### src/rtl/wb_stage.sv
// rtl/wb_stage.sv - writeback stage: load formatting, result select, register-file write port, retire counter
module wb_stage #(
    // Reset value of the retire counter; zero except for counter bring-up.
    parameter logic [63:0] INSTRET_INIT = 64'd0
) (
    input  logic        clk,
    input  logic        reset,
    input  logic        in_valid,
    input  logic        stall,
    input  logic        flush,
    input  logic [4:0]  in_rd,
    input  logic        in_reg_write,
    input  logic [1:0]  mem_to_reg,
    input  logic [2:0]  funct3,
    input  logic [63:0] alu_result,
    input  logic [63:0] mem_rdata,
    input  logic [63:0] pc_plus4,
    output logic [63:0] WriteData,
    output logic [4:0]  RD,
    output logic        RegWrite,
    output logic        wb_valid,
    output logic [63:0] instret
);

    localparam logic [1:0] SEL_ALU  = 2'b00;
    localparam logic [1:0] SEL_LOAD = 2'b01;
    localparam logic [1:0] SEL_LINK = 2'b10;

    localparam logic [2:0] F3_LB  = 3'b000;
    localparam logic [2:0] F3_LH  = 3'b001;
    localparam logic [2:0] F3_LW  = 3'b010;
    localparam logic [2:0] F3_LBU = 3'b100;
    localparam logic [2:0] F3_LHU = 3'b101;
    localparam logic [2:0] F3_LWU = 3'b110;

    logic [63:0] write_data_q, write_data_d;
    logic [4:0]  rd_q, rd_d;
    logic        reg_write_q, reg_write_d;
    logic        valid_q, valid_d;
    logic [63:0] instret_q, instret_d;

    logic [5:0]  lane_shamt;
    logic [63:0] lane_data;
    logic [63:0] load_data;
    logic [63:0] result;

    // Bring the addressed lane down to bit 0; unused low address bits are simply dropped.
    always_comb begin
        lane_shamt = 6'd0;
        case (funct3[1:0])
            2'b00:   lane_shamt = {alu_result[2:0], 3'b000};
            2'b01:   lane_shamt = {alu_result[2:1], 4'b0000};
            2'b10:   lane_shamt = {alu_result[2], 5'b00000};
            default: lane_shamt = 6'd0;
        endcase
        lane_data = mem_rdata >> lane_shamt;
    end

    always_comb begin
        load_data = lane_data;
        case (funct3)
            F3_LB:   load_data = {{56{lane_data[7]}},  lane_data[7:0]};
            F3_LH:   load_data = {{48{lane_data[15]}}, lane_data[15:0]};
            F3_LW:   load_data = {{32{lane_data[31]}}, lane_data[31:0]};
            F3_LBU:  load_data = {56'd0, lane_data[7:0]};
            F3_LHU:  load_data = {48'd0, lane_data[15:0]};
            F3_LWU:  load_data = {32'd0, lane_data[31:0]};
            default: load_data = lane_data;
        endcase
    end

    always_comb begin
        case (mem_to_reg)
            SEL_ALU:  result = alu_result;
            SEL_LOAD: result = load_data;
            SEL_LINK: result = pc_plus4;
            default:  result = 64'd0;
        endcase
    end

    // Flush beats stall; a bubble from MEM clears the write strobe but keeps the data/index.
    always_comb begin
        write_data_d = write_data_q;
        rd_d         = rd_q;
        reg_write_d  = reg_write_q;
        valid_d      = valid_q;
        instret_d    = instret_q;
        if (flush) begin
            reg_write_d = 1'b0;
            valid_d     = 1'b0;
        end else if (!stall) begin
            if (in_valid) begin
                write_data_d = result;
                rd_d         = in_rd;
                reg_write_d  = in_reg_write && (in_rd != 5'd0);
                valid_d      = 1'b1;
                instret_d    = instret_q + 64'd1;
            end else begin
                reg_write_d = 1'b0;
                valid_d     = 1'b0;
            end
        end
    end

    always_ff @(posedge clk) begin
        if (reset) begin
            write_data_q <= 64'd0;
            rd_q         <= 5'd0;
            reg_write_q  <= 1'b0;
            valid_q      <= 1'b0;
            instret_q    <= INSTRET_INIT;
        end else begin
            write_data_q <= write_data_d;
            rd_q         <= rd_d;
            reg_write_q  <= reg_write_d;
            valid_q      <= valid_d;
            instret_q    <= instret_d;
        end
    end

    assign WriteData = write_data_q;
    assign RD        = rd_q;
    assign RegWrite  = reg_write_q;
    assign wb_valid  = valid_q;
    assign instret   = instret_q;

endmodule

### config.mk
export PLATFORM = sky130hd
export DESIGN_NAME = wb_stage
export DESIGN_NICKNAME = d
export VERILOG_FILES = /design/src/rtl/wb_stage.sv
export SDC_FILE = /design/constraint.sdc
export NUM_CORES = 1
export LEC_CHECK = 0
export BUFFER_PORTS_ARGS = -buffer_cell sky130_fd_sc_hd__buf_2
export CAP_MARGIN = 10
export CORE_MARGIN = 2
export CORE_UTILIZATION = 50
export CTS_BUF_LIST = sky130_fd_sc_hd__clkbuf_16
export CTS_CLUSTER_DIAMETER = 150
export DETAILED_ROUTE_END_ITERATION = 12
export GPL_ROUTABILITY_DRIVEN = 0
export PLACE_DENSITY_LB_ADDON = 0.15
export SLEW_MARGIN = 20
export SYNTH_ARGS = -nofsm -noshare
export SYNTH_HDL_FRONTEND = slang
export SYNTH_SLANG_ARGS = --single-unit
export TNS_END_PERCENT = 1
### constraint.sdc
create_clock -name clk -period 2.75 [get_ports clk]
set_clock_uncertainty 0.05 [all_clocks]
set_input_delay 0.275 -clock clk [delete_from_list [all_inputs] [get_ports clk]]
set_output_delay 0.275 -clock clk [all_outputs]
set_load 0.03 [all_outputs]
==> summary.txt <==
Pwr
  • Peak supply drop: 0.448 mV
  • Cell area power density: 474 nW/um2
  • Leakage: 5.04 nW

Logic synthesis
  • Most numerous cell in the Yosys netlist: a21oi_1
  • Top post-synthesis cells by area: dfxtp_1 30%, mux2i_1 8.2%, a21oi_1 7.7%, nand2_1 5.4%, and3_1 5.1%
  • Synth top area share: 30.3%
  • Number of synthesized flops with an enable pin: 0
  • Ys Warns: 0
  • Mapped cell area: 8910 um2
  • Register bit total from synthesis: 135
  • Syn_nets: 1,338
  • Most instantiated cells after synthesis: 137 x a21oi_1, 135 x dfxtp_1, 127 x nand2_1
  • Asr flop ratio synth: 0%
  • Instance count of the mapped netlist: 1,129
  • Post-synthesis sequential area ratio: 30.3%
  • Syn avg cell area: 7.89 um2
  • Unique cell type count in the Yosys netlist: 67
  • Top_reg_cell synth: dfxtp_1
  • Top cell type by total area after synthesis: dfxtp_1

Timing
  • Max frequency: 0.393 GHz
  • Fin crit share: 92.4%
  • Sum of negative setup slack: 0 ns
  • Slew @ Worst Pin: 0.557 ns
  • RSZ-0062 raised after global routing: no
  • Final hold violation count: 0
  • Final setup vio count: 0
  • Relative slew slack: 62.9%
  • Max-slew violations: 0
  • Setup ws final: 0.208 ns
  • Tmin final: 2.54 ns

Flow run
  • Max-Cap Viols: 0

Critical path
  • Startpoint Class: register
  • Reg-to-reg startpoint: instret[28]$_SDFFE_PP0P_
  • Critical R2R Capture: instret[54]$_SDFFE_PP0P_
  • WS Path Type: register to register
  • WP data arrival: 2.84 ns
  • Data required, critical path: 3.05 ns
  • Crit end category: register
  • Register-to-Register Path Depth: 6
  • R2R Setup Slk: 0.21 ns
  • Worst-path fanout max: 6

Clocking
  • Clk Latency, worst-skew pair: 0.42 ns
  • Setup Buffers After CTS: 0
  • TritonCTS clock tree: yes
  • CTS buffer count: 17
  • Cts repair resizes: 0
  • # hold bufs at CTS: 0
  • H-tree lvl count: 4
  • CTS Buffer Depth: 2
  • CTS Sinks: 135
  • Worst-path clk slew: 0.06 ns
  • Root buffer cell: clkbuf_16

Min path
  • HP Class: input port to register
  • Hold path start: flush
  • Hold endpoint: RegWrite$_SDFFE_PP0N_
  • Cell depth of the worst hold path: 2

Die
  • Starting Density: 51.3%
  • Die Y: 137 um
  • Die Area: 18,900 um2
  • Core Region: 17,400 um2
  • Io pins: 343
  • Die Width: 137 um
  • Num rows: 48

Status
  • Status: finished, final reports clean

Routing
  • First DRT Iteration DRCs: 848
  • DRC viols: 0
  • Post-DR wirelength/cell: 19.7 um
  • DRT Pass-1 Iters: 5
  • Routed WL: 33.1 mm
  • Antenna-violating nets left: 0
  • Vias per cell: 6.09
  • Vias post-DR: 10,200

Global routing
  • Busiest grt layer: met2
  • Grt met2 use: 52.8%
  • Largest net degree at the start of global routing: 71
  • Initial antenna violation count: 12
  • First-pass GRT wire length: 49.9 mm
  • Vias in the first global route: 9,163
  • Grt ovf: 0
  • Routing usage on met3: 8.83%
  • Total track usage: 34.2%
  • Met1 usage: 44.5%

Layout
  • Ratio of cells with drive above 1 in the final layout: 31.6%
  • Final nets: 1,642
  • Syn-to-layout area delta: 29.4%

Placement
  • PortBufs: 342
  • Dpl ws: 0.164 ns
  • DP HPWL: 24.4 mm
[registers in the layout, summed over array words and instances, names as in the netlist]
signal	cells
RegWrite	1
RD	5
instret	64
WriteData	64
wb_valid	1
[layer usage]
metal	part of all wire [%]	up-vias	wire [um]
met1	40	4720	13200
met3	11	95	3670
met4	3.8	6	1240
met2	45	619	15000
met5	0.097	-	32
li1	-	4777	-
[worst max path at each step]
| stage | startpoint | slack, ns | cells past startpoint | end |
|---|---|---|---|---|
| after floorplan | instret[27]$_SDFFE_PP0P_ | 0.36 | 6 | instret[54]$_SDFFE_PP0P_ |
| after global placement | funct3[0] | 0.34 | 9 | WriteData[62]$_SDFFE_PP0P_ |
| after detailed placement | funct3[0] | 0.16 | 9 | WriteData[39]$_SDFFE_PP0P_ |
| after CTS | instret[28]$_SDFFE_PP0P_ | 0.23 | 6 | instret[54]$_SDFFE_PP0P_ |
| after global routing | instret[28]$_SDFFE_PP0P_ | 0.04 | 6 | instret[63]$_SDFFE_PP0P_ |
| final | instret[28]$_SDFFE_PP0P_ | 0.21 | 6 | instret[54]$_SDFFE_PP0P_ |
[where the power goes]
| part | internal [mW] | leakage, nW | total [mW] | switching (mW) |
|---|---|---|---|---|
| Clock | 1.60 | 0.306 | 2.50 | 0.901 |
| Combinational | 0.411 | 3.64 | 0.971 | 0.560 |
| Sequential | 1.98 | 1.09 | 1.99 | 0.0133 |
[kinds of logic after synthesis]
| logic type | count (synthesis) | share of synthesized area [%] |
|---|---|---|
| flip-flops | 135 | 30.3 |
| AND/OR/NAND/NOR | 468 | 26.4 |
| buffers and inverters | 107 | 4.99 |
| XOR/XNOR | 46 | 4.52 |
| adder cells (fa/ha/maj) | 1 | 0.140 |
| AO/OA/AOI/OAI | 271 | 19.3 |
| multiplexers | 101 | 14.3 |
[critical path, cell delays in order, from the launching register on]
cell,delay (ns)
dfxtp_1,0.40
and4_1,0.27
nand4_1,0.19
nor4_2,0.45
nand3_1,0.26
or4b_2,0.68
a21oi_1,0.15
[stage by stage]
step / cells / hold slack (ns) / instance area (um2) / power (mW) / utilization [%]
finish: 1679 / 0.0349 / 11500 / 5.46 / 66.4
global route: 1675 / 0.0432 / 11500 / 5.65 / 66.4
CTS: 1670 / 0.0281 / 11500 / 5.47 / 66.3
detailed placement: 1639 / 0.396 / 10900 / 2.98 / 62.7
global placement: 1639 / 0.392 / 10900 / 2.96 / 62.7
floorplan: 1129 / 0.304 / 8910 / 2.60 / -
[placed cells by master (no fill, tap or decap), drive strengths merged, types with 4 or more instances in the layout]
| cell type | n |
|---|---|
| or3 | 14 |
| clkbuf | 17 |
| nor2 | 111 |
| mux4 | 20 |
| nor2b | 14 |
| mux2 | 8 |
| and3 | 73 |
| a21oi | 137 |
| o21ai | 33 |
| xnor2 | 31 |
| a31oi | 12 |
| o211ai | 4 |
| nor4 | 16 |
| mux2i | 73 |
| nor3 | 34 |
| a211o | 7 |
| a2111oi | 35 |
| nand4 | 18 |
| and2 | 7 |
| nand2 | 127 |
| buf | 378 |
| dfxtp | 135 |
| inv | 18 |
| or4 | 5 |
| diode | 9 |
| a221oi | 15 |
| and4 | 8 |
| xor2 | 15 |
| bufinv | 5 |
| nand3 | 25 |
[area by class of cell]
class / count / area (um2)
antenna: 9 / 22.5
sequential: 135 / 2700
clock buffer: 17 / 425
tap: 225 / 282
inverter: 14 / 52.6
multi-input combinational: 887 / 5790
fill: 1584 / 5830
timing repair buffer: 378 / 2050
clock inverter: 14 / 206
Power figures use the tool's default switching activity.
